[src/rtl/tape_fetch.sv]
// Tape-port prefetcher: streams a byte region from the SDRAM tape port into a small FIFO.
// Optional looping playback is enabled by defining TAPE_FETCH_WRAP_EN.
module tape_fetch #(
  parameter int unsigned ADDR_W     = 23,
  parameter int unsigned FIFO_DEPTH = 4,
  parameter int unsigned TIMEOUT    = 255
) (
  input  logic              clk,
  input  logic              reset_n,
  input  logic              start,
  input  logic              stop,
  input  logic [ADDR_W-1:0] start_addr,
  input  logic [ADDR_W-1:0] length,
  output logic [ADDR_W-1:0] tape_addr,
  output logic              tape_rd,
  input  logic              tape_rd_ack,
  input  logic [7:0]        tape_dout,
  output logic [7:0]        byte_data,
  output logic              byte_valid,
  input  logic              byte_ready,
  output logic              busy,
  output logic              done,
  output logic              error
);

  localparam int unsigned PW = $clog2(FIFO_DEPTH);
  localparam int unsigned CW = PW + 1;
  localparam int unsigned TW = $clog2(TIMEOUT + 1);
  localparam logic [CW-1:0] DEPTH_C  = CW'(FIFO_DEPTH);
  localparam logic [TW-1:0] TMO_LAST = TW'(TIMEOUT - 1);

  typedef enum logic [2:0] {S_IDLE, S_REQ, S_WAIT, S_DRAIN, S_ABORT} state_t;

  state_t            state_q, state_d;
  logic [ADDR_W-1:0] addr_q, addr_d;
  logic [ADDR_W-1:0] remain_q, remain_d;
  logic [ADDR_W-1:0] taddr_q, taddr_d;
  logic [TW-1:0]     tmo_q, tmo_d;
  logic              ack_seen_q, ack_seen_d;
  logic              ack_loaded_q;
  logic              error_q, error_d;
  logic              done_q, done_d;
  logic              rd_q, rd_d;
  logic              ack_hit;
  logic              push, pop, flush;

  logic [7:0]        mem [FIFO_DEPTH];
  logic [PW-1:0]     wr_ptr, rd_ptr;
  logic [CW-1:0]     count_q;

`ifdef TAPE_FETCH_WRAP_EN
  logic [ADDR_W-1:0] base_addr_q;
  logic [ADDR_W-1:0] base_len_q;
`endif

  assign ack_hit    = (tape_rd_ack != ack_seen_q);
  assign byte_valid = (count_q != '0);
  assign pop        = byte_valid && byte_ready;
  assign byte_data  = mem[rd_ptr];
  assign busy       = (state_q != S_IDLE);
  assign tape_addr  = taddr_q;
  assign tape_rd    = rd_q;
  assign done       = done_q;
  assign error      = error_q;

  always_comb begin
    state_d    = state_q;
    addr_d     = addr_q;
    remain_d   = remain_q;
    ack_seen_d = ack_loaded_q ? ack_seen_q : tape_rd_ack;
    tmo_d      = tmo_q;
    error_d    = error_q;
    done_d     = 1'b0;
    rd_d       = 1'b0;
    taddr_d    = taddr_q;
    push       = 1'b0;
    flush      = 1'b0;
    case (state_q)
      S_IDLE: begin
        if (start) begin
          error_d = 1'b0;
          if (length != '0) begin
            addr_d   = start_addr;
            remain_d = length;
            state_d  = S_REQ;
          end else begin
            done_d = 1'b1;
          end
        end
      end
      S_REQ: begin
        if (stop) begin
          flush   = 1'b1;
          state_d = S_IDLE;
        end else if (count_q < DEPTH_C) begin
          rd_d    = 1'b1;
          taddr_d = addr_q;
          tmo_d   = '0;
          state_d = S_WAIT;
        end
      end
      S_WAIT: begin
        // ack_seen is left alone on stop so ABORT still sees the pending ack
        if (stop) begin
          flush   = 1'b1;
          state_d = S_ABORT;
        end else if (ack_hit) begin
          push       = 1'b1;
          ack_seen_d = tape_rd_ack;
          addr_d     = addr_q + 1'b1;
          remain_d   = remain_q - 1'b1;
          if (remain_q == ADDR_W'(1)) begin
`ifdef TAPE_FETCH_WRAP_EN
            addr_d   = base_addr_q;
            remain_d = base_len_q;
            state_d  = S_REQ;
`else
            state_d  = S_DRAIN;
`endif
          end else begin
            state_d = S_REQ;
          end
        end else if (tmo_q == TMO_LAST) begin
          error_d = 1'b1;
          flush   = 1'b1;
          state_d = S_IDLE;
        end else begin
          tmo_d = tmo_q + 1'b1;
        end
      end
      S_DRAIN: begin
        // done is raised while still in DRAIN; busy falls on the following cycle
        if (stop) begin
          flush   = 1'b1;
          state_d = S_IDLE;
        end else if (count_q == '0) begin
          if (done_q) state_d = S_IDLE;
          else        done_d  = 1'b1;
        end
      end
      S_ABORT: begin
        if (ack_hit) begin
          ack_seen_d = tape_rd_ack;
          state_d    = S_IDLE;
        end else if (tmo_q == TMO_LAST) begin
          state_d = S_IDLE;
        end else begin
          tmo_d = tmo_q + 1'b1;
        end
      end
      default: state_d = S_IDLE;
    endcase
  end

  always_ff @(posedge clk or negedge reset_n) begin
    if (!reset_n) begin
      state_q      <= S_IDLE;
      addr_q       <= '0;
      remain_q     <= '0;
      taddr_q      <= '0;
      tmo_q        <= '0;
      ack_seen_q   <= 1'b0;
      ack_loaded_q <= 1'b0;
      error_q      <= 1'b0;
      done_q       <= 1'b0;
      rd_q         <= 1'b0;
    end else begin
      state_q      <= state_d;
      addr_q       <= addr_d;
      remain_q     <= remain_d;
      taddr_q      <= taddr_d;
      tmo_q        <= tmo_d;
      ack_seen_q   <= ack_seen_d;
      ack_loaded_q <= 1'b1;
      error_q      <= error_d;
      done_q       <= done_d;
      rd_q         <= rd_d;
    end
  end

`ifdef TAPE_FETCH_WRAP_EN
  always_ff @(posedge clk or negedge reset_n) begin
    if (!reset_n) begin
      base_addr_q <= '0;
      base_len_q  <= '0;
    end else if (state_q == S_IDLE && start) begin
      base_addr_q <= start_addr;
      base_len_q  <= length;
    end
  end
`endif

  always_ff @(posedge clk or negedge reset_n) begin
    if (!reset_n) begin
      mem     <= '{default: '0};
      wr_ptr  <= '0;
      rd_ptr  <= '0;
      count_q <= '0;
    end else if (flush) begin
      wr_ptr  <= '0;
      rd_ptr  <= '0;
      count_q <= '0;
    end else begin
      if (push) begin
        mem[wr_ptr] <= tape_dout;
        wr_ptr      <= wr_ptr + 1'b1;
      end
      if (pop) rd_ptr <= rd_ptr + 1'b1;
      if (push && !pop)      count_q <= count_q + 1'b1;
      else if (!push && pop) count_q <= count_q - 1'b1;
    end
  end

endmodule

[config.mk]
export PLATFORM = sky130hd
export DESIGN_NAME = tape_fetch
export DESIGN_NICKNAME = d
export VERILOG_FILES = /design/src/rtl/tape_fetch.sv
export SDC_FILE = /design/constraint.sdc
export NUM_CORES = 1
export LEC_CHECK = 0
export ABC_AREA = 1
export BUFFER_PORTS_ARGS = -buffer_cell sky130_fd_sc_hd__buf_2
export CORE_MARGIN = 4
export CORE_UTILIZATION = 35
export CTS_BUF_LIST = sky130_fd_sc_hd__clkbuf_4
export CTS_CLUSTER_SIZE = 16
export DETAILED_ROUTE_END_ITERATION = 7
export HOLD_SLACK_MARGIN = 0.03
export SETUP_SLACK_MARGIN = 0.15
export SYNTH_ARGS = -nofsm -noshare
export SYNTH_HDL_FRONTEND = slang
export SYNTH_SLANG_ARGS = --single-unit
[constraint.sdc]
create_clock -name clk -period 2.1 [get_ports clk]
set_input_delay 0.105 -clock clk [delete_from_list [all_inputs] [get_ports clk]]
set_output_delay 0.105 -clock clk [all_outputs]
set_load 0.1 [all_outputs]
==> impl_results.md <==
* Outcome: complete, no violations
* Placed Instance Area at 8200 µm²
* Core Footprint at 20200 µm²
* Min Tclk post-route at 1.91 ns
* Drt initial violations at 364
* Total Routing Usage GR at 18.2%
* Clock Root Buffer: clkbuf_4
* # rows at 52
* Met3 Usage GRT at 3.71%
* Leak at 4.49 nW
* Syn nets at 1106
* Worst r2r dst: addr_q[9]
* CTS Buf Count at 17
* Post-synthesis cell type count at 31
* Critical path origin: rd_ptr[0]
* Peak supply drop at 0.758 mV
* Worst-Margin Slew at 0.522 ns
* Initial antenna violation count at 1
* Mapped Cells at 1036
* Max-Cap Viols at 0
* Max frequency at 523 MHz
* Starting density of the core at 35.5%
* CTS tree: yes
* Worst Hold Slack at 0.107 ns
* Combinational share of power at 57.9%
* Die Span Y at 151 µm
* Register area share after synthesis at 43.3%
* Internal power at 6.47 mW
* Fill cells at 2076
* Synth Register Bits at 124
* RD Place Congestion at 0.857
* Post-synth EDFFs at 0
* Post-DP HPWL at 13900 µm
* PwrDens at 1520 nW/µm²
* RSZ-0062 raised after global routing: true
* Area Growth Syn to Fin at 28.6%
* WP data arrival at 1.81 ns
* Most frequent cells in the layout: nand2_1 (373), dfrtp_1 (123), nor2_1 (121)
* Layout cells sized above 1 at 16.9%
* Vias/cell at 4.70
* Worst Setup EP: byte_data[2]
* Setup Viol. Count Final at 0
* Hold WC Path Type: input pin to async pin
* Worst Path Required at 2.00 ns
* Post-synthesis cell area at 7160 µm²
* Clock Skew at 0.0186 ns
* CTS clock-pin slew for the worst setup and hold paths at 0.12 ns
* Post-layout net count at 1270
* Clock power frac at 12.9%
* NetSw at 7.50 mW
* First-pass iteration count of the detailed router at 4
* # port buffers at 95
* Clock tree buffer depth at 2
* Post-route DRC at 0
* Most common cell after layout, fill and taps aside: nand2_1
* Synth async-reset ratio at 100%
* Critical path class: flop to primary output
* Met1 usage at 25.3%
* Final ANT Viol Nets at 0
* Tcrit/Tclk final at 91.1%
* Vias post-DR at 6977
* Avg Inst Size Synth at 6.91 µm²
* Largest net degree at the start of global routing at 67
* Final hold vios at 0
* First-pass GRT wire length at 33300 µm
* Reg2reg start: state_q[0]
* Avg WL per Cell at 13.3 µm
* Met2 global-route usage at 29.2%
* Worst Setup Start Kind: flop
* Vias in the first global route at 6679
* Synth warn at 0
* # IOs at 96
* Setup_tns at 0 ns
* Total Wirelength at 19700 µm
* Finished Cell Area at 9210 µm²
* Sequential Power Share at 29.2%
* Top_reg_cell synth: dfrtp_1
* Clock Latency Late Sink at 0.55 ns
* Final Max Slew Viols at 0
* Die area at 22800 µm²
* Critical path capture point type: primary output
* H-tree Lvls at 4
* Switch share at 53.7%
* Depth of the most critical reg-to-reg path at 10
* Gr ovfl total at 0
* R2r setup slk at 0.30 ns
* Sink Count at 124
* GRT Max-Usage Layer: met2
* Die X at 151 µm
* Slew HR at 65.4%
* Crit path max fanout at 17
## power by group through the flow
stage	Combinational, mW	Sequential [mW]	Clock [mW]
after detailed placement	7.86	4.08	0
after CTS	8.06	4.06	1.87
after global placement	7.79	4.08	0
final	8.09	4.08	1.81
after floorplan	4.62	5.38	0
after global routing	8.87	4.22	1.98
## flip-flops by register name (all words and copies together), names as in the netlist
name,cells
ack_loaded_q,1
ack_seen_q,1
addr_q,23
count_q,3
done,1
error,1
mem,32
rd_ptr,2
remain_q,23
state_q,3
tape_addr,23
tape_rd,1
tmo_q,8
wr_ptr,2
## cell usage after synthesis (all sizes together), types with 2 or more instances
| master | instances | area [µm²] |
|---|---|---|
| xnor2 | 2 | 25.0 |
| nor2 | 132 | 534 |
| nand3b | 6 | 45.0 |
| nand3 | 78 | 390 |
| dfrtp | 124 | 3100 |
| xor2 | 8 | 70.1 |
| a21oi | 5 | 25.0 |
| or2 | 15 | 93.8 |
| and2 | 2 | 12.5 |
| ha | 9 | 113 |
| nor3 | 15 | 75.1 |
| nand4 | 12 | 75.1 |
| inv | 85 | 319 |
| o22ai | 9 | 56.3 |
| clkbuf | 18 | 67.6 |
| o21ai | 115 | 576 |
| buf | 15 | 93.8 |
| nand2 | 382 | 1440 |
## logic make-up (layout without fill, tap and decap cells)
group / count (synthesis) / count (layout) / share of synthesized area, %
simple gates: 642 / 642 / 37.3
compound gates: 131 / 131 / 9.40
flops: 124 / 124 / 43.3
buf+inv: 118 / 295 / 6.71
fa+ha+maj: 10 / 10 / 1.85
xor+xnor: 10 / 10 / 1.33
other cells: 1 / 2 / 0.0524
## cell type report
cell class	count	area, µm²	share of cell area [%]
inverter	85	325	3.53
clock buffer	20	150	1.63
timing repair inverter	1	7.51	0.0815
antenna	1	2.50	0.0272
clock inverter	12	148	1.60
timing repair buffer	177	1420	15.4
multi-input combinational	794	3720	40.4
tap	270	338	3.67
sequential	124	3100	33.7
## how the worst min path moves through the flow
stage          depth (start not counted)  slack (ns)           end    start
4_1_cts                                3        0.07      tmo_q[5]  reset_n
3_5_place_dp                           1        0.08      tmo_q[5]  reset_n
5_1_grt                                3        0.10      tmo_q[5]  reset_n
6_report                               3        0.11      tmo_q[5]  reset_n
3_3_place_gp                           1        0.07      tmo_q[4]  reset_n
2_1_floorplan                          0       -0.19  ack_loaded_q  reset_n
## stage by stage
| step | std cells | total power [mW] | utilization (%) | setup slack, ns |
|---|---|---|---|---|
| 2_1_floorplan | 1036 | 10.0 | - | 0.137 |
| 3_3_place_gp | 1386 | 11.9 | 40.7 | 0.285 |
| 3_5_place_dp | 1386 | 11.9 | 40.7 | 0.251 |
| 4_1_cts | 1483 | 14.0 | 45.4 | 0.140 |
| 5_1_grt | 1484 | 15.1 | 45.7 | 0.0684 |
| 6_report | 1484 | 14.0 | 45.7 | 0.187 |
## routing by layer
layer | share of wire, % | wire length [µm]
met1 | 49 | 9630
met2 | 46 | 9080
met3 | 3.6 | 716
met4 | 1.3 | 256
met5 | 0 | 0
## critical path: stages (launching register included)
cell and delay, ns:
dfrtp_2 0.44, buf_4 0.21, o21ai_0 0.31, o22ai_4 0.13, buf_12 0.18
## what timing repair did
action | CTS | global route
endpoints found under the setup margin | 8 | 44
setup buffers | 3 | 0
hold buffers | 61 | 0
endpoints found under the hold margin | 208 | 0
resized for setup | 11 | 22
cloned | 1 | 0
No activity file was read; power rests on OpenSTA's default activity.
